[src/rtl/trigger_window_ctrl_pkg.sv]
// Shared types and default window constants for the trigger window controller.
package trigger_window_ctrl_pkg;

   typedef enum logic [2:0] {
      ST_IDLE = 3'd0,
      ST_POST = 3'd1,
      ST_REQ  = 3'd2,
      ST_READ = 3'd3,
      ST_HOLD = 3'd4
   } twc_state_e;

   // POST_TRIGGER_ENDING_DEF is also used by the threshold global coordinator.
   localparam logic [15:0] PRE_TRIGGER_DEF         = 16'd5000;
   localparam logic [15:0] POST_TRIGGER_ENDING_DEF = 16'd15000;
   localparam logic [15:0] HOLDOFF_CYCLES_DEF      = 16'd64;
   localparam int          CNT_WIDTH_DEF           = 16;

endpackage

[src/rtl/trigger_window_ctrl_sat_counter.sv]
// Saturating event counter: counts inc pulses and sticks at all-ones.
module trigger_window_ctrl_sat_counter #(
   parameter int CNT_WIDTH = 16
) (
   input  logic                 clk,
   input  logic                 rst_n,
   input  logic                 inc,
   output logic [CNT_WIDTH-1:0] cnt
);

   localparam logic [CNT_WIDTH-1:0] ONE = {{(CNT_WIDTH-1){1'b0}}, 1'b1};

   // Increment on request unless already saturated.
   always_ff @(posedge clk or negedge rst_n) begin
      if (!rst_n) begin
         cnt <= '0;
      end else if (inc && (cnt != {CNT_WIDTH{1'b1}})) begin
         cnt <= cnt + ONE;
      end
   end

endmodule

[src/rtl/trigger_window_ctrl.sv]
// Trigger window controller: on a trigger edge, waits out the post-trigger
// window, freezes the ring buffer and issues one readout request.
//
// state   | meaning
// --------+---------------------------------------------------------------
// IDLE    | waiting for a trigger rising edge
// POST    | counting post-trigger samples before freezing the buffer
// REQ     | buffer frozen, readout request presented to DRAM controller
// READ    | request accepted, buffer frozen until rd_done
// HOLD    | dead time after readout; edges are counted as dropped
module trigger_window_ctrl
   import trigger_window_ctrl_pkg::*;
#(
   parameter logic [15:0] PRE_TRIGGER         = PRE_TRIGGER_DEF,
   parameter logic [15:0] POST_TRIGGER_ENDING = POST_TRIGGER_ENDING_DEF,
   parameter logic [15:0] HOLDOFF_CYCLES      = HOLDOFF_CYCLES_DEF,
   parameter int          CNT_WIDTH           = CNT_WIDTH_DEF
) (
   input  logic                 clk,
   input  logic                 rst_n,
   input  logic                 sample_valid,
   input  logic                 trig_valid,
   input  logic [15:0]          trig_time_stamp,
   output logic                 rd_req_valid,
   input  logic                 rd_req_ready,
   output logic [15:0]          rd_start_addr,
   output logic [15:0]          rd_end_addr,
   input  logic                 rd_done,
   output logic                 freeze_write,
   output logic                 busy,
   output logic [CNT_WIDTH-1:0] trig_accepted_cnt,
   output logic [CNT_WIDTH-1:0] trig_dropped_cnt
);

   twc_state_e  state_q;
   twc_state_e  state_nxt;
   logic        trig_valid_q;
   logic        trig_evt;
   logic        trig_accept;
   logic        trig_drop;
   logic [15:0] post_cnt_q;
   logic [15:0] hold_cnt_q;

   assign trig_evt    = trig_valid & ~trig_valid_q;
   assign trig_accept = trig_evt & (state_q == ST_IDLE);
   assign trig_drop   = trig_evt & (state_q != ST_IDLE);

   // Next-state logic.
   always_comb begin
      state_nxt = state_q;
      case (state_q)
         ST_IDLE: begin
            if (trig_evt) begin
               state_nxt = (POST_TRIGGER_ENDING == 16'd0) ? ST_REQ : ST_POST;
            end
         end
         ST_POST: begin
            if (sample_valid && (post_cnt_q <= 16'd1)) begin
               state_nxt = ST_REQ;
            end
         end
         ST_REQ: begin
            if (rd_req_valid && rd_req_ready) begin
               state_nxt = ST_READ;
            end
         end
         ST_READ: begin
            if (rd_done) begin
               state_nxt = ST_HOLD;
            end
         end
         ST_HOLD: begin
            if (hold_cnt_q <= 16'd1) begin
               state_nxt = ST_IDLE;
            end
         end
         default: state_nxt = ST_IDLE;
      endcase
   end

   // State register and registered outputs decoded from the next state.
   always_ff @(posedge clk or negedge rst_n) begin
      if (!rst_n) begin
         state_q      <= ST_IDLE;
         trig_valid_q <= 1'b0;
         busy         <= 1'b0;
         rd_req_valid <= 1'b0;
         freeze_write <= 1'b0;
      end else begin
         state_q      <= state_nxt;
         trig_valid_q <= trig_valid;
         busy         <= (state_nxt != ST_IDLE);
         rd_req_valid <= (state_nxt == ST_REQ);
         freeze_write <= (state_nxt == ST_REQ) || (state_nxt == ST_READ);
      end
   end

   // Window addresses latch only on an accepted trigger; 16-bit wrap is intended.
   always_ff @(posedge clk or negedge rst_n) begin
      if (!rst_n) begin
         rd_start_addr <= 16'd0;
         rd_end_addr   <= 16'd0;
      end else if (trig_accept) begin
         rd_start_addr <= trig_time_stamp - PRE_TRIGGER;
         rd_end_addr   <= trig_time_stamp + POST_TRIGGER_ENDING;
      end
   end

   // Post-trigger sample down-counter.
   always_ff @(posedge clk or negedge rst_n) begin
      if (!rst_n) begin
         post_cnt_q <= 16'd0;
      end else if (trig_accept) begin
         post_cnt_q <= POST_TRIGGER_ENDING;
      end else if ((state_q == ST_POST) && sample_valid && (post_cnt_q != 16'd0)) begin
         post_cnt_q <= post_cnt_q - 16'd1;
      end
   end

   // Holdoff down-counter, loaded when readout completes.
   always_ff @(posedge clk or negedge rst_n) begin
      if (!rst_n) begin
         hold_cnt_q <= 16'd0;
      end else if ((state_q == ST_READ) && rd_done) begin
         hold_cnt_q <= HOLDOFF_CYCLES;
      end else if ((state_q == ST_HOLD) && (hold_cnt_q != 16'd0)) begin
         hold_cnt_q <= hold_cnt_q - 16'd1;
      end
   end

   trigger_window_ctrl_sat_counter #(.CNT_WIDTH(CNT_WIDTH)) u_acc_cnt (
      .clk   (clk),
      .rst_n (rst_n),
      .inc   (trig_accept),
      .cnt   (trig_accepted_cnt)
   );

   trigger_window_ctrl_sat_counter #(.CNT_WIDTH(CNT_WIDTH)) u_drop_cnt (
      .clk   (clk),
      .rst_n (rst_n),
      .inc   (trig_drop),
      .cnt   (trig_dropped_cnt)
   );

endmodule
[config.mk]
export PLATFORM = sky130hd
export DESIGN_NAME = trigger_window_ctrl
export DESIGN_NICKNAME = d
export VERILOG_FILES = /design/src/rtl/trigger_window_ctrl_pkg.sv /design/src/rtl/trigger_window_ctrl_sat_counter.sv /design/src/rtl/trigger_window_ctrl.sv
export SDC_FILE = /design/constraint.sdc
export NUM_CORES = 1
export LEC_CHECK = 0
export CORE_UTILIZATION = 60
export CTS_CLUSTER_DIAMETER = 30
export DETAILED_ROUTE_END_ITERATION = 8
export DONT_BUFFER_PORTS = 1
export GPL_TIMING_DRIVEN = 0
export PLACE_DENSITY = 0.78
export SKIP_LAST_GASP = 1
export SLEW_MARGIN = 10
export SYNTH_ARGS = -nofsm -noshare
export SYNTH_HDL_FRONTEND = slang
export SYNTH_HIERARCHICAL = 1
export SYNTH_SLANG_ARGS = --single-unit
[constraint.sdc]
create_clock -name clk -period 2.6 [get_ports clk]
set_input_delay 0.39 -clock clk [delete_from_list [all_inputs] [get_ports clk]]
set_output_delay 0.39 -clock clk [all_outputs]
set_load 0.02 [all_outputs]
==> results of run 1 <==
-- cell usage in the layout, fill, tap and decap left out, types with 7 or more instances in the layout --
cell / instances
nor3_1: 8
mux2i_1: 7
o21ai_1: 26
xnor2_1: 32
clkbuf_1: 18
ha_1: 9
dfrtp_1: 98
inv_1: 7
o21a_1: 11
clkbuf_8: 11
nand2_1: 74
nand3_1: 20
buf_4: 10
nor2_1: 35
xor2_1: 17
o211ai_1: 8
a21oi_1: 14
nand4_1: 19
-- cell usage after synthesis (all sizes together) (6+ instances only) --
cell type and instances:
dfrtp 98, nand2 74, nor2 37, xnor2 32
o21ai 30, nand4 23, nand3 22, clkbuf 20
xor2 17, a21oi 14, nor3 13, nor4 12
o21a 11, ha 9, inv 8, o211ai 8
and4 7, mux2i 7, a31oi 6, or4 6
-- state kept, by name (all words and copies together) (netlist names), 3 cells and up --
register / cells
hold_cnt_q: 16
post_cnt_q: 16
rd_start_addr: 16
u_acc_cnt/cnt: 16
u_drop_cnt/cnt: 16
rd_end_addr: 11
state_q: 3
-- where the power goes --
group / internal, mW / switching (mW) / total [mW]
combinational: 0.0728 / 0.0862 / 0.159
sequential: 1.56 / 0.128 / 1.69
clock: 0.589 / 0.514 / 1.10
-- kinds of logic (layout without fill, tap and decap cells) --
kind of cell,after synthesis,after routing,share of synthesized area [%]
buffers and inverters,33,52,2.77
adders and majority gates,9,9,2.18
DFF,98,98,47.5
muxes,9,9,1.80
and+or+nand+nor,222,222,25.6
AOI/OAI and AO/OA,91,91,11.7
xor gates and xnor gates,49,49,8.32
-- cell type report --
class	count	area [um^2]	share of cell area, %
Buffer	24	110	1.98
Clock buffer	11	151	2.73
Clock inverter	4	75.1	1.35
Inverter	8	33.8	0.608
Multi-Input combinational cell	380	2560	46.1
Sequential cell	98	2450	44.2
Tap cell	105	131	2.37
Timing Repair Buffer	5	37.5	0.676
-- per-layer routing --
layer  vias up  GRT usage [%]
met5         -              0
met4         0           6.44
met3         6           6.20
met2       100           40.6
met1      1840           33.5
li1       1868              -
-- what timing repair did --
action                                  4_1_cts  5_1_grt
endpoints found under the hold margin        98       98
endpoints found under the setup margin       13       14
resized for setup                             0        3
buffers inserted                              0        5
-- worst paths after layout --
| check | from | end | slack, ns | cells after the start |
|---|---|---|---|---|
| max reg2reg | state_q[0] | u_acc_cnt/cnt[7] | 0.24 | 9 |
| min | rst_n | rd_start_addr[7] | -0.28 | 0 |
| max in group asynchronous | rst_n | rd_start_addr[11] | 2.75 | 0 |
| max | state_q[0] | u_acc_cnt/cnt[7] | 0.24 | 9 |
| min reg2reg | hold_cnt_q[7] | hold_cnt_q[7] | 0.48 | 1 |
| min in group clk | trig_valid | trig_valid_q | 0.06 | 0 |
==> metrics.txt, run 1 <==
Synthesized Nets=542; PwrDens=532 nW/um^2; CTS clk-pin slew, worst paths=0.10 ns; Non-Filler Instances=635; CTS Buffer Depth=2; site row count=33; Max Cap Viol=0; Area growth syn-to-layout=7.69%; Hold WS=-0.285 ns; Total Neg Setup Slack=0 ns; clock root buffer=clkbuf_8; vias=between 3000 and 4000; leading area contributor after synthesis=dfrtp_1; Tot Pwr=2.95 mW; largest net degree at the start of global routing=99; placed insts=just over 600; port bufs=0; global route total overflow=0; M1 WL=4660 um; CP max stage cell=dfrtp_1; synthesized area per cell=10.1 um^2; Max VDD drop=~0.31 mV; met3 wire len=583 um; Min-Delay Path Class=input pin to async pin; Yosys warning count=6; CTS buffer count=9; highest cell delay on the worst timing path=roughly 0.33 ns; DR pass1 iterations=4; WP buf/inv=3; failing checks=negative hold slack; vias in the first global route=3696; Worst Setup End Kind=flip-flop; Finished Cell Area=5550 um^2; EDFF count, synth=0; met2 WL=5100 um; Final ANT Viol Nets=0; Hold Fails Final Rpt=98; global-route wire length before repair=17500 um; Final Critical Period=2.36 ns; Area after DPL=5290 um^2; final setup margin=about 0.24 ns; top cells by area, synth=dfrtp_1 48%, xnor2_1 5.4%, nand2_1 5.4%; gr usage total=25.0%; max_slew headroom=between 40% and 50%; CP Data Required Time=around 2.8 ns; die area=8970 um^2; asr flop ratio synth=100%; clock sinks=98; run status=finished, violations left; DP Worst Slack=-0.239 ns; DIE WIDTH=94.7 um; Final Cycle Share=roughly nine tenths; CP Class=flip-flop to flip-flop; Chip Height=94.7 um; core region area=8260 um^2; I/O pin cnt=89; layout cell share with drive strength beyond 1=10.8%; Pins Over Slew Limit=0; sequential fraction of the synthesis area=47.5%; delay-heaviest family, CP=buffers and inverters; CP Cell Sequence=clkbuf_1, nor3_1, nand2b_1, clkbuf_1, clkinvlp_4, and3_1, and4_2, a31oi_1, a31oi_1; Initial Util=62.5%; final setup vio count=0; max layer used=met4; # nets final=557; Fill cells=653; WL final=10400 um; Antenna Cells=0; CTS tree=yes; Leakage=2.44 nW; Core Util, Final=67.3%; Iteration-0 DRC Markers=158; top-area cell type share of the netlist area=47.5%; H-tree levels=3; DP Wirelength=7350 um; clock latency on the worst-skew pair=0.36 ns; dominant synthesized flop cell=dfrtp_1; CP Launch Type=flip-flop; skew final=0.0134 ns; Via density=6.01; Crit Path Max Fanout=10; WP data arrival=around 2.6 ns; RSZ-0062 raised after global routing=no; DRC Markers=0; achievable frequency=424 MHz; Yosys reg bits=98; Cell Area, Synth=around 5200 um^2; actual slew at the worst max-slew pin=0.829 ns; GP Congestion=~0.83; Cells after Synth=511; WL/cell=16.4 um; Yosys cell types=57; initial antenna violation count=0
(Power assumes the default switching activity.)
==> inputs of run 2 (changes only) <==
Settings changed: CORE_MARGIN from default to 2.
==> run 2 against run 1 <==
Net effect: the run still ends with negative hold slack left; via count up 0.81%; flip-flop and latch count unchanged; sequential power about the same; sequential share of layout area up 0.38 points; global-route usage down 2.4 points; non-clock buffer count down 3; die area up 4.3%; power down 3.8%; clock skew down 0.00061 ns.
==> metrics.txt, run 2 (synthesized netlist as in run 1, its figures left out) <==
run status=finished, violations left (unchanged); failing checks=negative hold slack (unchanged); Initial Util=62.5% (unchanged); CP max stage cell=clkbuf_1 (was dfrtp_1); clock latency on the worst-skew pair=0.36 ns (about the same); highest-count cells in the layout ignoring fill and taps=98 x dfrtp_1, 74 x nand2_1, 35 x nor2_1 (unchanged); DRC Markers=0 (unchanged); Multi-input gate area=2560 um^2 (unchanged); Iteration-0 DRC Markers=161 (was 158); Hold WS=-0.291 ns (was -0.285 ns); CTS Buffer Depth=2 (unchanged); CTS buffer count=9 (unchanged); highest cell delay on the worst timing path=0.44 ns (was 0.33 ns); DR pass1 iterations=5 (was 4); Max VDD drop=0.277 mV (was 0.307 mV); clock root buffer=clkbuf_8 (unchanged); RSZ-0062 raised after global routing=no (unchanged); final setup vio count=0 (unchanged); most common cell after layout, fill and taps aside=dfrtp_1 (unchanged); gr usage total=22.6% (was 25.0%); WL/cell=16.3 um (was 16.4 um); Area growth syn-to-layout=6.77% (was 7.69%); CTS clk-pin slew, worst paths=0.10 ns (about the same); Max Cap Viol=0 (unchanged); port bufs=0 (unchanged); met2 WL=5080 um (was 5100 um); # nets final=554 (was 557); DIE WIDTH=96.7 um (was 94.7 um); largest net degree at the start of global routing=99 (unchanged); DP Wirelength=7310 um (was 7350 um); WP data arrival=2.57 ns (was 2.60 ns); Hold Fails Final Rpt=98 (unchanged); delay-heaviest family, CP=buffers and inverters (unchanged); Final Critical Period=2.37 ns (was 2.36 ns); vias=3845 (was 3814); Crit Path Max Fanout=10 (unchanged); Via density=6.08 (was 6.01); CTS tree=yes (unchanged); Pins Over Slew Limit=0 (unchanged); Antenna Cells=0 (unchanged); PwrDens=516 nW/um^2 (was 532 nW/um^2); met3 wire len=527 um (was 583 um); layout cell share with drive strength beyond 1=10.1% (was 10.8%); core region area=8260 um^2 (unchanged); global route total overflow=0 (unchanged); Reg area=2450 um^2 (unchanged); I/O pin cnt=89 (unchanged); cell mode on critical path=clkbuf_1; die area=9350 um^2 (was 8970 um^2); Final ANT Viol Nets=0 (unchanged); initial antenna violation count=0 (unchanged); max_slew headroom=50.1% (was 44.6%); max layer used=met4 (unchanged); CP Data Required Time=2.80 ns (was 2.84 ns); H-tree levels=3 (unchanged); Chip Height=96.7 um (was 94.7 um); GP Congestion=0.787 (was 0.827); Leakage=2.41 nW (was 2.44 nW); clock sinks=98 (unchanged); M1 WL=4600 um (was 4660 um); CP Launch Type=flip-flop (unchanged); Final Cycle Share=91.1% (was 90.6%); actual slew at the worst max-slew pin=0.746 ns (was 0.829 ns); skew final=0.0128 ns (was 0.0134 ns); vias in the first global route=3716 (was 3696); site row count=33 (unchanged); Worst Setup End Kind=flip-flop (unchanged); CP Class=flip-flop to flip-flop (unchanged); WP buf/inv=4 (was 3); Total Neg Setup Slack=0 ns (unchanged); CP Cell Sequence=clkbuf_1, nor3_1, nand2b_1, clkbuf_1, clkbuf_1, clkbuf_1, o211ai_1 (was clkbuf_1, nor3_1, nand2b_1, clkbuf_1, clkinvlp_4, and3_1, and4_2, a31oi_1, a31oi_1); achievable frequency=422 MHz (was 424 MHz); Min-Delay Path Class=input pin to async pin (unchanged); global-route wire length before repair=17800 um (was 17500 um); Fill cells=664 (was 653); WL final=10300 um (was 10400 um)
[run 2: cell count changes in the layout (fill, tap and decap cells not counted)]
| cell | delta |
|---|---|
| clkbuf_1 | +1 |
| buf_4 | -3 |
| clkinv_2 | +1 |
| bufinv_16 | -1 |
| clkinvlp_4 | -1 |
| clkinv_4 | +1 |
| clkbuf_2 | -1 |
[run 2: area by class of cell]
type                       instances  area share, %
sequential                        98           44.5
clock inverter                     4          0.932
buffer                            24           1.98
timing repair buffer               2          0.273
clock buffer                      11           2.75
tap                              105           2.39
inverter                           8          0.613
multi-input combinational        380           46.5
[run 2: metrics by stage]
| stage | worst slack (ns) | util (%) | std cells | power [mW] | area [um^2] |
|---|---|---|---|---|---|
| floorplan | 0.376 | - | 511 | 1.83 | 5160 |
| global placement | -0.214 | 64.0 | 616 | 1.87 | 5290 |
| detailed placement | -0.258 | 64.0 | 616 | 1.87 | 5290 |
| CTS | 0.195 | 66.7 | 632 | 2.87 | 5510 |
| global route | 0.000984 | 66.7 | 632 | 2.96 | 5510 |
| finish | 0.232 | 66.7 | 632 | 2.84 | 5510 |
[run 2: timing repair]
item | in CTS | in global routing
resized for setup | 1 | 0
setup buffers | 2 | 0
endpoints found under the hold margin | 98 | 98
setup endpoints to repair | 13 | 0
[run 2: worst reg2reg max path, cell delays in order, from the launching register on]
cell and delay [ns]:
dfrtp_1 0.33, clkbuf_1 0.31, nor3_1 0.11, nand2b_1 0.11
clkbuf_1 0.30, clkbuf_1 0.40, clkbuf_1 0.44, o211ai_1 0.21
[run 2: worst paths after layout]
check / from / endpoint / slack [ns] / depth (start not counted)
setup / recovery: state_q[0] / busy / 0.23 / 7
hold / removal: rst_n / rd_start_addr[14] / -0.29 / 0
setup reg to reg: state_q[0] / busy / 0.23 / 7
hold reg to reg: hold_cnt_q[7] / hold_cnt_q[7] / 0.47 / 1
max in group asynchronous: rst_n / rd_start_addr[4] / 2.74 / 0
min in group clk: trig_valid / trig_valid_q / 0.06 / 0
[run 2: power by group]
group	internal, mW	switching (mW)	total [mW]	leakage (nW)
Sequential	1.56	0.126	1.69	1.30
Combinational	0.0708	0.0827	0.154	1.01
Clock	0.492	0.507	1.00	0.101
Total	2.13	0.716	2.84	2.41
[run 2: metal layers]
metal  vias to the layer above  track usage, %
met3                         6            5.71
li1                       1864               -
met1                      1891            30.5
met2                        84            36.2
met5                         -               0
met4                         0            6.83
==> inputs of run 3 (changes only) <==
Settings changed: CORE_MARGIN 2 to default.
==> results of run 3 <==
Same layout as run 1: the final DEF is identical, and so are final timing and power.
